--- config.mk ---
export PLATFORM = sky130hd
export DESIGN_NAME = iter_shifter
export DESIGN_NICKNAME = d
export VERILOG_FILES = /design/src/rtl/iter_shifter.sv
export SDC_FILE = /design/constraint.sdc
export NUM_CORES = 1
export LEC_CHECK = 0
export BUFFER_PORTS_ARGS = -buffer_cell sky130_fd_sc_hd__buf_4
export CORE_ASPECT_RATIO = 0.9
export CORE_UTILIZATION = 45
export DETAILED_ROUTE_END_ITERATION = 6
export HOLD_SLACK_MARGIN = 0.06
export PLACE_DENSITY = 0.67
export SLEW_MARGIN = 20
export SYNTH_ARGS = -nofsm -noshare
export SYNTH_HDL_FRONTEND = slang
export SYNTH_SLANG_ARGS = --single-unit
--- constraint.sdc ---
create_clock -name clock -period 4 [get_ports clock]
set_input_delay 0.6 -clock clock [delete_from_list [all_inputs] [get_ports clock]]
set_output_delay 0.6 -clock clock [all_outputs]
set_load 0.05 [all_outputs]
--- src/rtl/iter_shifter.sv ---
// iter_shifter: multi-cycle SLL/SRL/SRA/ROR of a W-bit operand.
// Each cycle it applies a STEP-bit stage while at least STEP bits remain, otherwise a 1-bit stage.
module iter_shifter #(
    parameter int W       = 32,
    parameter int STEP    = 4,
    parameter int SHAMT_W = $clog2(W)
) (
    input  logic               clock,
    input  logic               reset,
    input  logic               start,
    input  logic [1:0]         ctrl_shiftop,
    input  logic [SHAMT_W-1:0] ctrl_shiftamt,
    input  logic [W-1:0]       data_operandA,
    output logic               ready,
    output logic               data_resultRDY,
    output logic [W-1:0]       data_result
);
    typedef enum logic [1:0] {IDLE, SHIFT, DONE} state_t;
    state_t             state;
    logic [W-1:0]       sr, coarse, fine, nxt;
    logic [SHAMT_W-1:0] rem, rem_nxt;
    logic [1:0]         op;
    logic               sgn, big;

    // op[1] selects sign fill for the right shifts: SRL=01 fills 0, SRA=10 fills the latched sign
    always_comb begin
        big     = rem >= SHAMT_W'(STEP);
        coarse  = op == 2'b00 ? {sr[W-STEP-1:0], {STEP{1'b0}}} :
                  op == 2'b11 ? {sr[STEP-1:0], sr[W-1:STEP]} :
                                {{STEP{op[1] & sgn}}, sr[W-1:STEP]};
        fine    = op == 2'b00 ? {sr[W-2:0], 1'b0} :
                  op == 2'b11 ? {sr[0], sr[W-1:1]} :
                                {op[1] & sgn, sr[W-1:1]};
        nxt     = big ? coarse : fine;
        rem_nxt = rem - (big ? SHAMT_W'(STEP) : SHAMT_W'(1));
    end

    always_ff @(posedge clock) begin
        if (!reset) begin
            state          <= IDLE;
            sr             <= '0;
            rem            <= '0;
            op             <= '0;
            sgn            <= 1'b0;
            data_result    <= '0;
            data_resultRDY <= 1'b0;
            ready          <= 1'b1;
        end else if (state == SHIFT) begin
            sr  <= nxt;
            rem <= rem_nxt;
            if (rem_nxt == '0) begin
                state          <= DONE;
                data_result    <= nxt;
                data_resultRDY <= 1'b1;
                ready          <= 1'b1;
            end
        end else if (start) begin
            sr             <= data_operandA;
            rem            <= ctrl_shiftamt;
            op             <= ctrl_shiftop;
            sgn            <= data_operandA[W-1];
            state          <= ctrl_shiftamt == '0 ? DONE : SHIFT;
            data_resultRDY <= ctrl_shiftamt == '0;
            ready          <= ctrl_shiftamt == '0;
            if (ctrl_shiftamt == '0)
                data_result <= data_operandA;
        end else begin
            state          <= IDLE;
            data_resultRDY <= 1'b0;
            ready          <= 1'b1;
        end
    end
endmodule

==> impl_metrics.env <==
export IMPL_wire_per_inst_um=17.2
export IMPL_grt_overflow=0
export IMPL_routed_wl_um=11400
export IMPL_grt_pass1_wl_um=18300
export IMPL_synth_most_common_cell="nand2_1"
export IMPL_via_count=3994
export IMPL_max_slew_margin=0.349
export IMPL_grt_max_degree=52
export IMPL_grt_pass1_vias=3543
export IMPL_crit_start="rem[4]"
export IMPL_skew_ps=9.36
export IMPL_reg2regPathDepth=9
export IMPL_grt_setup_unrepaired="no"
export IMPL_yosys_warnings=0
export IMPL_antenna_found_initial=0
export IMPL_cts_repair_resized=0
export IMPL_antenna_left=0
export IMPL_place_ws_ps=713
export IMPL_synth_async_reset_ratio=0
export IMPL_vdd_drop_max_v=0.000216
export IMPL_synthToLayoutAreaGrowth_pct=18.9
export IMPL_start_kind="flop"
export IMPL_period_share=0.835
export IMPL_crit_type="reg2reg"
export IMPL_cts_buffer_depth=2
export IMPL_drt_iter0_markers=298
export IMPL_ios=76
export IMPL_worstPathRequired_ps=4280
export IMPL_die_w_um=102
export IMPL_drive_gt1_frac=0.251
export IMPL_endpoint="data_result[31]"
export IMPL_core_area_um2=8650
export IMPL_tightest_slew_ps=976
export IMPL_synth_nets=539
export IMPL_min_period_ps=3340
export IMPL_setup_violations=0
export IMPL_drtPass1Iterations=5
export IMPL_dieHeight_um=91.8
export IMPL_clock_sinks=75
export IMPL_r2r_setup_slack_ps=660
export IMPL_cts_tree="yes"
export IMPL_hpwl_um=7610
export IMPL_rows=32
export IMPL_power_leakage_uw=0.00192
export IMPL_yosysTopAreaCellShare=0.373
export IMPL_outcome="finished clean"
export IMPL_dieArea_um2=9340
export IMPL_fin_setup_tns_ps=0
export IMPL_synth_edff_count=0
export IMPL_syn_inst=495
export IMPL_start_util=0.466
export IMPL_post_route_util=0.554
export IMPL_maxCapViolations=0
export IMPL_cp_arrival_ps=3620
export IMPL_dp_cells=649
export IMPL_vias_per_cell=6.01
export IMPL_clkTransAtPathRegs_ps=80
export IMPL_synth_avg_cell_area_um2=8.14
export IMPL_port_buffers=75
export IMPL_max_freq_mhz=299
export IMPL_ctsHoldBuffers=0
export IMPL_worst_slack_ps=660
export IMPL_fin_hold_ws_ps=467
export IMPL_cp_end_kind="flop"
export IMPL_synth_cell_types=49
export IMPL_diodes=0
export IMPL_htreeDepth=3
export IMPL_insertion_delay_ps=360
export IMPL_synth_area_um2=4030
export IMPL_instances_no_fill=665
export IMPL_postCtsSetupBuffers=0
export IMPL_place_gp_congestion=0.850
export IMPL_r2r_start="rem[4]"
export IMPL_post_route_drc_count=0
export IMPL_cp_max_fo=17
export IMPL_yosys_top_cells_area="dfxtp_1 37%, nand2_1 9.1%, a221oi_2 7.5%"
export IMPL_cts_buffers_inserted=9
export IMPL_ys_seq_elements=75
export IMPL_synth_ff_type="dfxtp_1"
export IMPL_powerDensity_nw_per_um2=464
export IMPL_fin_nets=585
export IMPL_yosys_area_top_type="dfxtp_1"
export IMPL_ys_top_cells_by_count="98 x nand2_1, 75 x dfxtp_1, 64 x nor2_1, 33 x a211oi_1"
export IMPL_maxSlewViolCount=0
export IMPL_hold_viol=0
export IMPL_cts_root_buffer="clkbuf_8"
export IMPL_grt_use_total=0.252
export IMPL_hp_class="reg2reg"
export IMPL_timing_rr_end="data_result[31]"
export IMPL_synth_seq_area_share=0.373
-- worst max-delay path, stage by stage, from the launching register on --
cell and delay, ps:
dfxtp_1 380, or3_1 640, inv_2 140, ha_1 280
or4b_1 520, o31ai_1 100, o21a_2 210, a21o_2 410
buf_4 370, mux2i_1 210
-- registers in the layout, indices dropped and copies added, names as in the netlist --
register,flops
data_result,32
sr,32
rem,5
op,2
data_resultRDY,1
ready,1
sgn,1
state,1
-- where the power goes --
part | total (µW) | switching (µW) | internal [µW]
logic | 679 | 442 | 238
registers | 887 | 66.6 | 821
clock network | 656 | 303 | 353
-- worst min-delay path by stage --
stage                         start  slack, ps         endpoint  cells past startpoint
CTS                 data_result[30]        470  data_result[30]                      2
detailed placement  data_result[29]        450  data_result[29]                      2
floorplan                       sgn        450              sgn                      2
global route        data_result[30]        490  data_result[30]                      2
global placement    data_result[29]        450  data_result[29]                      2
finish              data_result[31]        470  data_result[31]                      2
-- kinds of logic after synthesis --
| kind of cell | after synthesis | synth area share |
|---|---|---|
| flops | 75 | 0.373 |
| buf+inv | 53 | 0.0630 |
| compound gates | 138 | 0.288 |
| fa+ha+maj | 2 | 0.00621 |
| mux | 11 | 0.0292 |
| simple gates | 216 | 0.241 |
-- layout make-up --
| type | count | area (µm²) |
|---|---|---|
| Fill cell | 841 | 3860 |
| Multi-Input combinational cell | 367 | 2280 |
| Sequential cell | 75 | 1500 |
| Timing Repair Buffer | 83 | 623 |
| Tap cell | 119 | 149 |
| Clock buffer | 10 | 128 |
| Clock inverter | 6 | 90.1 |
| Inverter | 5 | 18.8 |
-- per-layer routing --
metal	routed length [µm]	track usage
met3	706	0.0488
met5	0	0
met4	146	0.0664
met1	5640	0.381
met2	4920	0.359
-- through the flow --
step	cell area [µm²]	power (µW)
floorplan	4030	1400
global placement	4570	1560
detailed placement	4570	1570
CTS	4790	2220
global route	4790	2330
finish	4790	2220
-- layout by cell type, fill, tap and decap left out, drive strengths merged, types with 2 or more instances in the layout --
cell type,instances
a21o,3
nor2,65
a311oi,2
o221ai,24
clkbuf,10
nand3,8
o31ai,2
nand2b,4
o21ai,8
nor3,2
a221oi,30
nor2b,2
or2,2
o211ai,2
ha,2
a211oi,33
clkinv,3
buf,83
a22oi,4
dfxtp,75
inv,5
mux2,6
nand2,100
and2,2
and3,3
or4,2
mux2i,5
a21oi,24
nand4,22
bufinv,2
(Power assumes the default switching activity.)
